$ cat src/rtl/crypto_mon_pkg.sv
// Shared types and helpers for the crypto progress watchdog.
package crypto_mon_pkg;

   typedef enum logic [1:0] {
      IDLE  = 2'd0,
      WAIT  = 2'd1,
      STUCK = 2'd2
   } chan_state_t;

   // Increment v, saturating at the all-ones value of a w-bit field (w <= 64).
   function automatic logic [63:0] sat_inc(input logic [63:0] v, input int unsigned w);
      logic [63:0] lim;
      lim = (w >= 64) ? 64'hFFFF_FFFF_FFFF_FFFF : ((64'd1 << w) - 64'd1);
      sat_inc = (v >= lim) ? lim : v + 64'd1;
   endfunction

endpackage

$ cat src/rtl/crypto_progress_chan.sv
// One monitored channel: arm/progress FSM, latency counter, sticky error flags.
module crypto_progress_chan
   import crypto_mon_pkg::*;
#(
   parameter int unsigned CNT_W = 24
) (
   input  logic             clk,
   input  logic             rst_n,
   input  logic             arm,
   input  logic             progress,
   input  logic [CNT_W-1:0] timeout_cfg,
   input  logic             clr,
   output logic             busy,
   output logic             stuck,
   output logic             rearm_err,
   output logic             done,
   output logic [CNT_W-1:0] last_lat
);

   chan_state_t      state, state_nxt;
   logic [CNT_W-1:0] cnt, cnt_nxt, cnt_inc, lat_nxt;
   logic             done_nxt, stuck_set, rearm_set;

   assign cnt_inc = CNT_W'(sat_inc(64'(cnt), CNT_W));

   always_ff @(posedge clk or negedge rst_n) begin
      if (!rst_n) begin
         state     <= IDLE;
         cnt       <= '0;
         last_lat  <= '0;
         done      <= 1'b0;
         busy      <= 1'b0;
         stuck     <= 1'b0;
         rearm_err <= 1'b0;
      end else begin
         state     <= state_nxt;
         cnt       <= cnt_nxt;
         last_lat  <= lat_nxt;
         done      <= done_nxt;
         busy      <= (state_nxt == WAIT);
         stuck     <= (stuck & ~clr) | stuck_set;
         rearm_err <= (rearm_err & ~clr) | rearm_set;
      end
   end

   // Next state; progress beats timeout, arm with progress records then restarts.
   always_comb begin
      state_nxt = state;
      cnt_nxt   = cnt;
      lat_nxt   = last_lat;
      done_nxt  = 1'b0;
      stuck_set = 1'b0;
      rearm_set = 1'b0;
      case (state)
         IDLE: begin
            if (arm) begin
               state_nxt = WAIT;
               cnt_nxt   = '0;
            end
         end
         WAIT: begin
            if (progress) begin
               lat_nxt  = cnt_inc;
               done_nxt = 1'b1;
               if (arm) cnt_nxt = '0;
               else     state_nxt = IDLE;
            end else if (arm) begin
               rearm_set = 1'b1;
               cnt_nxt   = '0;
            end else if (timeout_cfg != '0 && cnt_inc >= timeout_cfg) begin
               state_nxt = STUCK;
               stuck_set = 1'b1;
               cnt_nxt   = cnt_inc;
            end else begin
               cnt_nxt = cnt_inc;
            end
         end
         STUCK: begin
            if (progress) lat_nxt = '1;
            if (arm) begin
               state_nxt = WAIT;
               cnt_nxt   = '0;
            end else if (progress) begin
               state_nxt = IDLE;
            end
         end
         default: state_nxt = IDLE;
      endcase
   end

endmodule

$ cat src/rtl/crypto_progress_watchdog.sv
// Multi-channel progress/timeout watchdog with cycle counter, heartbeat and irq.
module crypto_progress_watchdog
   import crypto_mon_pkg::*;
#(
   parameter int unsigned NUM_CH = 4,
   parameter int unsigned CNT_W  = 24,
   parameter int unsigned CYC_W  = 32,
   parameter int unsigned HB_W   = 16
) (
   input  logic                    clk,
   input  logic                    rst_n,
   input  logic [NUM_CH-1:0]       arm,
   input  logic [NUM_CH-1:0]       progress,
   input  logic [CNT_W-1:0]        timeout_cfg,
   input  logic [HB_W-1:0]         hb_period,
   input  logic [NUM_CH-1:0]       clr_stuck,
   output logic [NUM_CH-1:0]       busy,
   output logic [NUM_CH-1:0]       stuck,
   output logic [NUM_CH-1:0]       rearm_err,
   output logic [NUM_CH-1:0]       done,
   output logic [NUM_CH*CNT_W-1:0] last_lat,
   output logic [CYC_W-1:0]        cycle_count,
   output logic                    heartbeat,
   output logic                    irq
);

   logic [HB_W-1:0] hb_cnt, hb_cnt_nxt, hb_last;

   // Heartbeat counter wraps at the live period; an oversized count drops to 0 silently.
   always_comb begin
      hb_last    = hb_period - HB_W'(1);
      hb_cnt_nxt = '0;
      if (hb_period != '0 && hb_cnt < hb_last) hb_cnt_nxt = hb_cnt + HB_W'(1);
   end

   always_ff @(posedge clk or negedge rst_n) begin
      if (!rst_n) begin
         cycle_count <= '0;
         hb_cnt      <= '0;
         heartbeat   <= 1'b0;
         irq         <= 1'b0;
      end else begin
         cycle_count <= CYC_W'(sat_inc(64'(cycle_count), CYC_W));
         hb_cnt      <= hb_cnt_nxt;
         heartbeat   <= (hb_period != '0) && (hb_cnt_nxt == hb_last);
         irq         <= (|stuck) | (|rearm_err);
      end
   end

   for (genvar i = 0; i < NUM_CH; i++) begin : g_chan
      crypto_progress_chan #(.CNT_W(CNT_W)) u_chan (
         .clk        (clk),
         .rst_n      (rst_n),
         .arm        (arm[i]),
         .progress   (progress[i]),
         .timeout_cfg(timeout_cfg),
         .clr        (clr_stuck[i]),
         .busy       (busy[i]),
         .stuck      (stuck[i]),
         .rearm_err  (rearm_err[i]),
         .done       (done[i]),
         .last_lat   (last_lat[i*CNT_W +: CNT_W])
      );
   end

endmodule

$ cat config.mk
export PLATFORM = sky130hd
export DESIGN_NAME = crypto_progress_watchdog
export DESIGN_NICKNAME = d
export VERILOG_FILES = /design/src/rtl/crypto_mon_pkg.sv /design/src/rtl/crypto_progress_chan.sv /design/src/rtl/crypto_progress_watchdog.sv
export SDC_FILE = /design/constraint.sdc
export NUM_CORES = 1
export LEC_CHECK = 0
export ABC_AREA = 0
export BUFFER_PORTS_ARGS = -buffer_cell sky130_fd_sc_hd__buf_2
export CAP_MARGIN = 20
export CORE_ASPECT_RATIO = 0.8
export CORE_MARGIN = 2
export CORE_UTILIZATION = 48
export DETAILED_ROUTE_END_ITERATION = 7
export MAX_ROUTING_LAYER = met4
export PLACE_DENSITY = 0.68
export SETUP_SLACK_MARGIN = 0.02
export SLEW_MARGIN = 25
export SYNTH_ARGS = -nofsm -noshare
export SYNTH_HDL_FRONTEND = slang
export SYNTH_HIERARCHICAL = 1
export SYNTH_SLANG_ARGS = --single-unit
$ cat constraint.sdc
create_clock -name clk -period 2.8 [get_ports clk]
set_input_delay 0.14 -clock clk [delete_from_list [all_inputs] [get_ports clk]]
set_output_delay 0.14 -clock clk [all_outputs]
set_load 0.02 [all_outputs]
==> results.toml, run 1 <==
[floorplan]
die_h_um = 172
num_io_pins = 200
rows = 61
die_w_um = 214
start_util = 0.488
core_sq_mm = 0.0348
die_area_sq_mm = 0.0369

[cells_and_area]
finalNetCount = 2648
design_area_sq_mm = 0.0233
fin_util = 0.669
final_common_cell = "buf_4"
final_layout_size_suffix_gt1_frac = 0.314
syn2layout_area_growth_pct = 37.0
final_cell_mix = "buf_4, dfrtp_1, nand2_1"

[pwr]
internal-power_w = 0.00780
p_sw_frac = 0.283
pwr-share-seq = 0.396
ir_drop_mv = 0.496
power_frac_clock = 0.419
leakage_nw = 11.4
power.density_mw_per_mm2 = 468
p_comb_frac = 0.185
p_switching_w = 0.00309

[drt]
post-route-drc-count = 0
dr.pass1.iters = 5
num_vias = 17000
dr.first_iter.drc_count = 1437
wl_mm = 54.7
detail-route-antenna-nets = 0
vias_per_cell = 5.71
wl_per_cell_um = 18.4

[clock_tree]
htreeDepth = 1
cts_buffer_depth = 3
cts_tree = "built"
clock_latency_ps = 570
clk_pin_slew_ps = 60
numCtsBuffers = 30
clock_sinks = 266
cts_root_buffer = "clkbuf_16"

[synthesis]
syn_inst = 1971
async_flop_share = 1.00
syn_avg_cell_area_sq_um = 8.62
synth_top_flop_cell = "dfrtp_1"
synth_cell_type_count = 64
synth_enable_flop_cells = 0
ys_ff_latch = 266
syn_area_sq_mm = 0.0170
synthesis.nets = 2144
synth_seq_area_share = 0.392
ys_warn_count = 6

[placement]
placed_cell_area_sq_mm = 0.0213
dp_hpwl_mm = 40.0
numPortBuffers = 199
routabilityCongestion = 0.909

[worst_setup_path]
r2r_start = "g_chan[1].u_chan/cnt[14]$_DFFE_PN0P_"
arrival_ps = 3590
rr_endpoint = "g_chan[1].u_chan/state[0]$_DFF_PN0_"
start_kind = "input pin"
crit_path_top_delay_cell = "or4_1"
cp.required_ps = 3250
max_stage_delay_ps = 490
crit_type = "input pin to register"
path_max_fanout = 6
worstSetupEndpointType = "register"
r2r_cells = 11
r2r_slack_ps = -210
worstPathCellList = "buf_8 > nor4_4 > nand2_1 > or2_4 > or4_4 > xor2_4 > ha_4 > nand2_2 > nor3_4 > a211oi_2 > nand3_2 > or4_1 > a22oi_1 > nand4_1 > a2111oi_2"

[timing]
max_clock_freq_mhz = 319
final.setup_skew_ps = 16.1
layout_setup_ws_ps = -337
slew_viol_final = 0
worst_pin_slew_ps = 892
max-slew-margin-rel = 0.405
whs_ps = 87.6
hold_viol_final = 0
rsz0062_at_grt = "true"
min_period_over_period = 1.12
min_period_ps = 3140
final-setup-viol-count = 15

[hold_path]
min-delay-start = "progress[3]"
hold_depth = 3
min_to = "g_chan[3].u_chan/state[1]$_DFF_PN0_"
holdCritPathClass = "input pin to register"

[run_status]
status = "finished with violations"
violations = "setup timing"

[global_routing]
grt_max_degree = 74
antenna_found_initial = 4
overflow = 0
grt_pass1_wl_mm = 86.3
grt_usage = 0.298
grt_pass1_vias = 16500

[job]
drv_cap = 0
-- power by group through the flow --
stage | Sequential [W] | Combinational, W | Clock (W)
global route | 0.00434 | 0.00222 | 0.00479
floorplan | 0.00456 | 0.000916 | 0
CTS | 0.00431 | 0.00199 | 0.00464
detailed placement | 0.00437 | 0.00194 | 0
global placement | 0.00437 | 0.00189 | 0
finish | 0.00431 | 0.00202 | 0.00456
-- cell families after synthesis --
| kind of cell | after synthesis | share of synthesized area |
|---|---|---|
| xor+xnor | 124 | 0.0639 |
| flops | 266 | 0.392 |
| simple gates | 763 | 0.224 |
| mux | 13 | 0.00950 |
| compound gates | 482 | 0.173 |
| buf+inv | 204 | 0.0504 |
| fa+ha+maj | 119 | 0.0876 |
-- state kept, by name (all words and copies together), names as in the netlist --
register,cells
cycle_count,32
g_chan.u_chan/state,8
heartbeat,1
g_chan.u_chan/stuck,4
g_chan.u_chan/busy,4
g_chan.u_chan/cnt,96
g_chan.u_chan/rearm_err,4
hb_cnt,16
g_chan.u_chan/done,4
irq,1
g_chan.u_chan/last_lat,96
-- cell usage after synthesis, drive strengths merged, types with 16 or more instances --
cell | count | share of area
a21oi | 170 | 0.050
a22o | 28 | 0.014
and2 | 18 | 0.0066
and3 | 27 | 0.0099
and4 | 21 | 0.011
buf | 28 | 0.011
clkbuf | 42 | 0.0093
dfrtp | 266 | 0.39
ha | 119 | 0.088
inv | 134 | 0.030
nand2 | 241 | 0.053
nand3 | 64 | 0.019
nand4 | 51 | 0.022
nor2 | 183 | 0.041
nor2b | 17 | 0.0063
nor3 | 34 | 0.012
nor4 | 43 | 0.016
o211ai | 24 | 0.011
o21a | 16 | 0.0071
o21ai | 152 | 0.045
o22a | 20 | 0.010
or3 | 32 | 0.013
xnor2 | 71 | 0.037
xor2 | 53 | 0.027
-- worst max-delay path, delay by kind of cell --
kind	cells	cell delay, ps
fa+ha+maj	1	220
compound gates	3	800
xor+xnor	1	190
simple gates	9	2130
buf+inv	1	100
-- cell type report --
cell class,instances,area (sq um)
fill,2861,11500
multi-input combinational,1501,10600
sequential,266,6660
timing repair buffer,542,3730
clock buffer,41,853
tap,472,591
inverter,134,503
clock inverter,11,283
antenna,8,20.0
-- how the worst max path moves through the flow --
stage                 startpoint                  end  slack, ps  cells past startpoint
floorplan           hb_period[5]  heartbeat$_DFF_PN0_       -530                     15
global placement    hb_period[5]  heartbeat$_DFF_PN0_       -880                     15
detailed placement  hb_period[5]  heartbeat$_DFF_PN0_       -930                     15
CTS                 hb_period[2]  heartbeat$_DFF_PN0_       -190                     17
global route        hb_period[5]  heartbeat$_DFF_PN0_       -470                     15
finish              hb_period[5]  heartbeat$_DFF_PN0_       -340                     15
-- metrics by stage --
step / TNS, ps / total power, W / setup WS, ps / std cells
global route: -4550 / 0.0114 / -469 / 2975
finish: -2040 / 0.0109 / -337 / 2975
detailed placement: -9800 / 0.00632 / -935 / 2873
global placement: -7500 / 0.00626 / -884 / 2873
CTS: -865 / 0.0109 / -186 / 2955
floorplan: -2200 / 0.00548 / -525 / 1971
-- what timing repair did --
action	CTS	global route
hold endpoints to repair	81	0
setup endpoints to repair	17	23
resized for setup	58	55
pin swaps	44	33
hold buffers	13	0
buffers inserted	17	12
-- per-layer routing --
| layer | global-route usage | routed length [um] | vias to the layer above |
|---|---|---|---|
| met5 | - | 0 | - |
| met4 | 0.0806 | 1260 | 0 |
| met3 | 0.0354 | 3410 | 101 |
| met2 | 0.468 | 25000 | 546 |
| met1 | 0.412 | 25100 | 8345 |
| li1 | - | - | 8010 |
No activity file was read; power rests on OpenSTA's default activity.
==> run 2: changes to the inputs <==
--- a/config.mk
+++ b/config.mk
@@ -11,10 +11,10 @@
 export CORE_ASPECT_RATIO = 0.8
 export CORE_MARGIN = 2
 export CORE_UTILIZATION = 48
+export CTS_BUF_LIST = sky130_fd_sc_hd__clkbuf_4
 export DETAILED_ROUTE_END_ITERATION = 7
 export MAX_ROUTING_LAYER = met4
 export PLACE_DENSITY = 0.68
-export SETUP_SLACK_MARGIN = 0.02
 export SLEW_MARGIN = 25
 export SYNTH_ARGS = -nofsm -noshare
 export SYNTH_HDL_FRONTEND = slang
==> constraint.sdc (replaced) <==
create_clock -name clk -period 2.8 [get_ports clk]
set_input_delay 0 -clock clk [delete_from_list [all_inputs] [get_ports clk]]
set_output_delay 0 -clock clk [all_outputs]
set_load 0.02 [all_outputs]
==> results.toml, run 2 (same netlist as run 1, synthesis figures left out) <==
[worst_setup_path]
crit_start = "g_chan[3].u_chan/cnt[0]$_DFFE_PN0P_"
rr_endpoint = "g_chan[3].u_chan/stuck$_DFF_PN0_"
arrival_ps = 3740
r2r_slack_ps = -230
max_stage_delay_ps = 420
cp_common_cell = "ha_4"
r2r_start = "g_chan[3].u_chan/cnt[0]$_DFFE_PN0P_"
r2r_cells = 12
crit_type = "register to register"
start_kind = "register"
cp_top_family = "simple AND/OR/NAND/NOR gates"
cp.buffers_inverters = 1
path_max_fanout = 5
cp.required_ps = 3510
worstSetupEndpointType = "register"
crit_path_top_delay_cell = "dfrtp_1"
worstPathCellList = "ha_4 > and3_4 > nand4_4 > or3_4 > mux2_4 > ha_4 > nand4_1 > nor4_2 > nand2_1 > o211ai_1 > buf_4 > a21o_1"

[clock_tree]
cts_tree = "built"
clock_sinks = 266
clk_pin_slew_ps = 70
cts_buffer_depth = 3
htreeDepth = 3
clock_latency_ps = 780
cts_root_buffer = "clkbuf_4"
numCtsBuffers = 72

[global_routing]
grt_pass1_wl_mm = 87.8
grt_usage = 0.306
grt_max_degree = 75
antenna_found_initial = 3
overflow = 0
grt_pass1_vias = 16700

[run_status]
status = "finished with violations"
violations = "setup timing"

[timing]
setup_tns_ps = -2280
final.setup_skew_ps = 66.9
layout_setup_ws_ps = -233
rsz0062_at_grt = "true"
min_period_ps = 3030
hold_viol_final = 0
worst_pin_slew_ps = 914
slew_viol_final = 0
max-slew-margin-rel = 0.389
max_clock_freq_mhz = 330
final-setup-viol-count = 17
min_period_over_period = 1.08
whs_ps = 68.1

[cells_and_area]
finalNetCount = 2748
register_area_sq_mm = 0.00666
fillers = 2855
final_layout_size_suffix_gt1_frac = 0.324
finalNonFillerCells = 3107
final_common_cell = "buf_4"
syn2layout_area_growth_pct = 37.6
final_cell_mix = "buf_4, dfrtp_1, nand2_1"
multi_input_area_sq_mm = 0.0105
largestRegisters = "g_chan.u_chan/cnt: 96 flops, g_chan.u_chan/last_lat: 96 flops, cycle_count: 32 flops"

[hold_path]
min_to = "heartbeat$_DFF_PN0_"
hold_depth = 7
min-delay-start = "hb_period[3]"
holdCritPathClass = "input pin to register"

[drt]
vias_per_cell = 5.68
dr.pass1.iters = 5
wl_mm = 56.4
detail-route-antenna-nets = 0
post-route-drc-count = 0
num_vias = 17600
dr.first_iter.drc_count = 1385
wl_per_cell_um = 18.2

[placement]
routabilityCongestion = 0.929
pre_cts_ws_ps = -884
dp_hpwl_mm = 40.5
numPortBuffers = 199
placedCellCount = 2883

[floorplan]
num_io_pins = 200
die_w_um = 214
die_area_sq_mm = 0.0369
start_util = 0.488
die_h_um = 172
rows = 61
core_sq_mm = 0.0348

[pwr]
ir_drop_mv = 0.301
fin_total_pwr_w = 0.00978
leakage_nw = 11.6
power.density_mw_per_mm2 = 418

[job]
drv_cap = 0
-- run 2: area by class of cell --
type / count / area share
clock inverter: 42 / 0.00850
multi-input combinational: 1501 / 0.448
timing repair buffer: 600 / 0.183
clock buffer: 89 / 0.0286
tap: 472 / 0.0252
antenna: 3 / 0.000321
sequential: 266 / 0.285
inverter: 134 / 0.0215
-- run 2: report_power, final --
group	switching [W]	total, W	internal (W)
logic	0.00126	0.00208	0.000813
registers	0.000225	0.00432	0.00409
clock network	0.00176	0.00338	0.00162
-- run 2: layer usage --
| metal | routed length [um] | global-route usage |
|---|---|---|
| met5 | 0 | - |
| met1 | 25400 | 0.420 |
| met2 | 25300 | 0.456 |
| met4 | 1580 | 0.103 |
| met3 | 4150 | 0.0579 |
-- run 2: worst max-delay path by stage --
stage,to,slack [ps],depth (start not counted)
after global routing,g_chan[3].u_chan/stuck$_DFF_PN0_,-410,11
after CTS,g_chan[0].u_chan/stuck$_DFF_PN0_,-180,11
after floorplan,heartbeat$_DFF_PN0_,-390,15
after global placement,heartbeat$_DFF_PN0_,-810,15
final,g_chan[3].u_chan/stuck$_DFF_PN0_,-230,12
after detailed placement,heartbeat$_DFF_PN0_,-880,15
-- run 2: what timing repair did --
action / in CTS / in global routing
cloned: 1 / 0
setup endpoints to repair: 17 / 17
gates resized for setup: 67 / 88
endpoints found under the hold margin: 473 / 0
pin swaps: 36 / 66
buffers inserted: 20 / 18
hold buffers: 53 / 0
-- run 2: through the flow --
step / util / area (sq um)
after floorplan: - / 17400
after global placement: 0.601 / 20900
after detailed placement: 0.601 / 20900
after CTS: 0.656 / 22800
after global routing: 0.672 / 23400
final: 0.672 / 23400
-- run 2: worst reg2reg max path, cell delays in order (launching register included) --
cell and delay (ps):
dfrtp_1 420, ha_4 150, and3_4 210, nand4_4 120
or3_4 410, mux2_4 340, ha_4 280, nand4_1 130
nor4_2 340, nand2_1 90, o211ai_1 190, buf_4 180
a21o_1 100
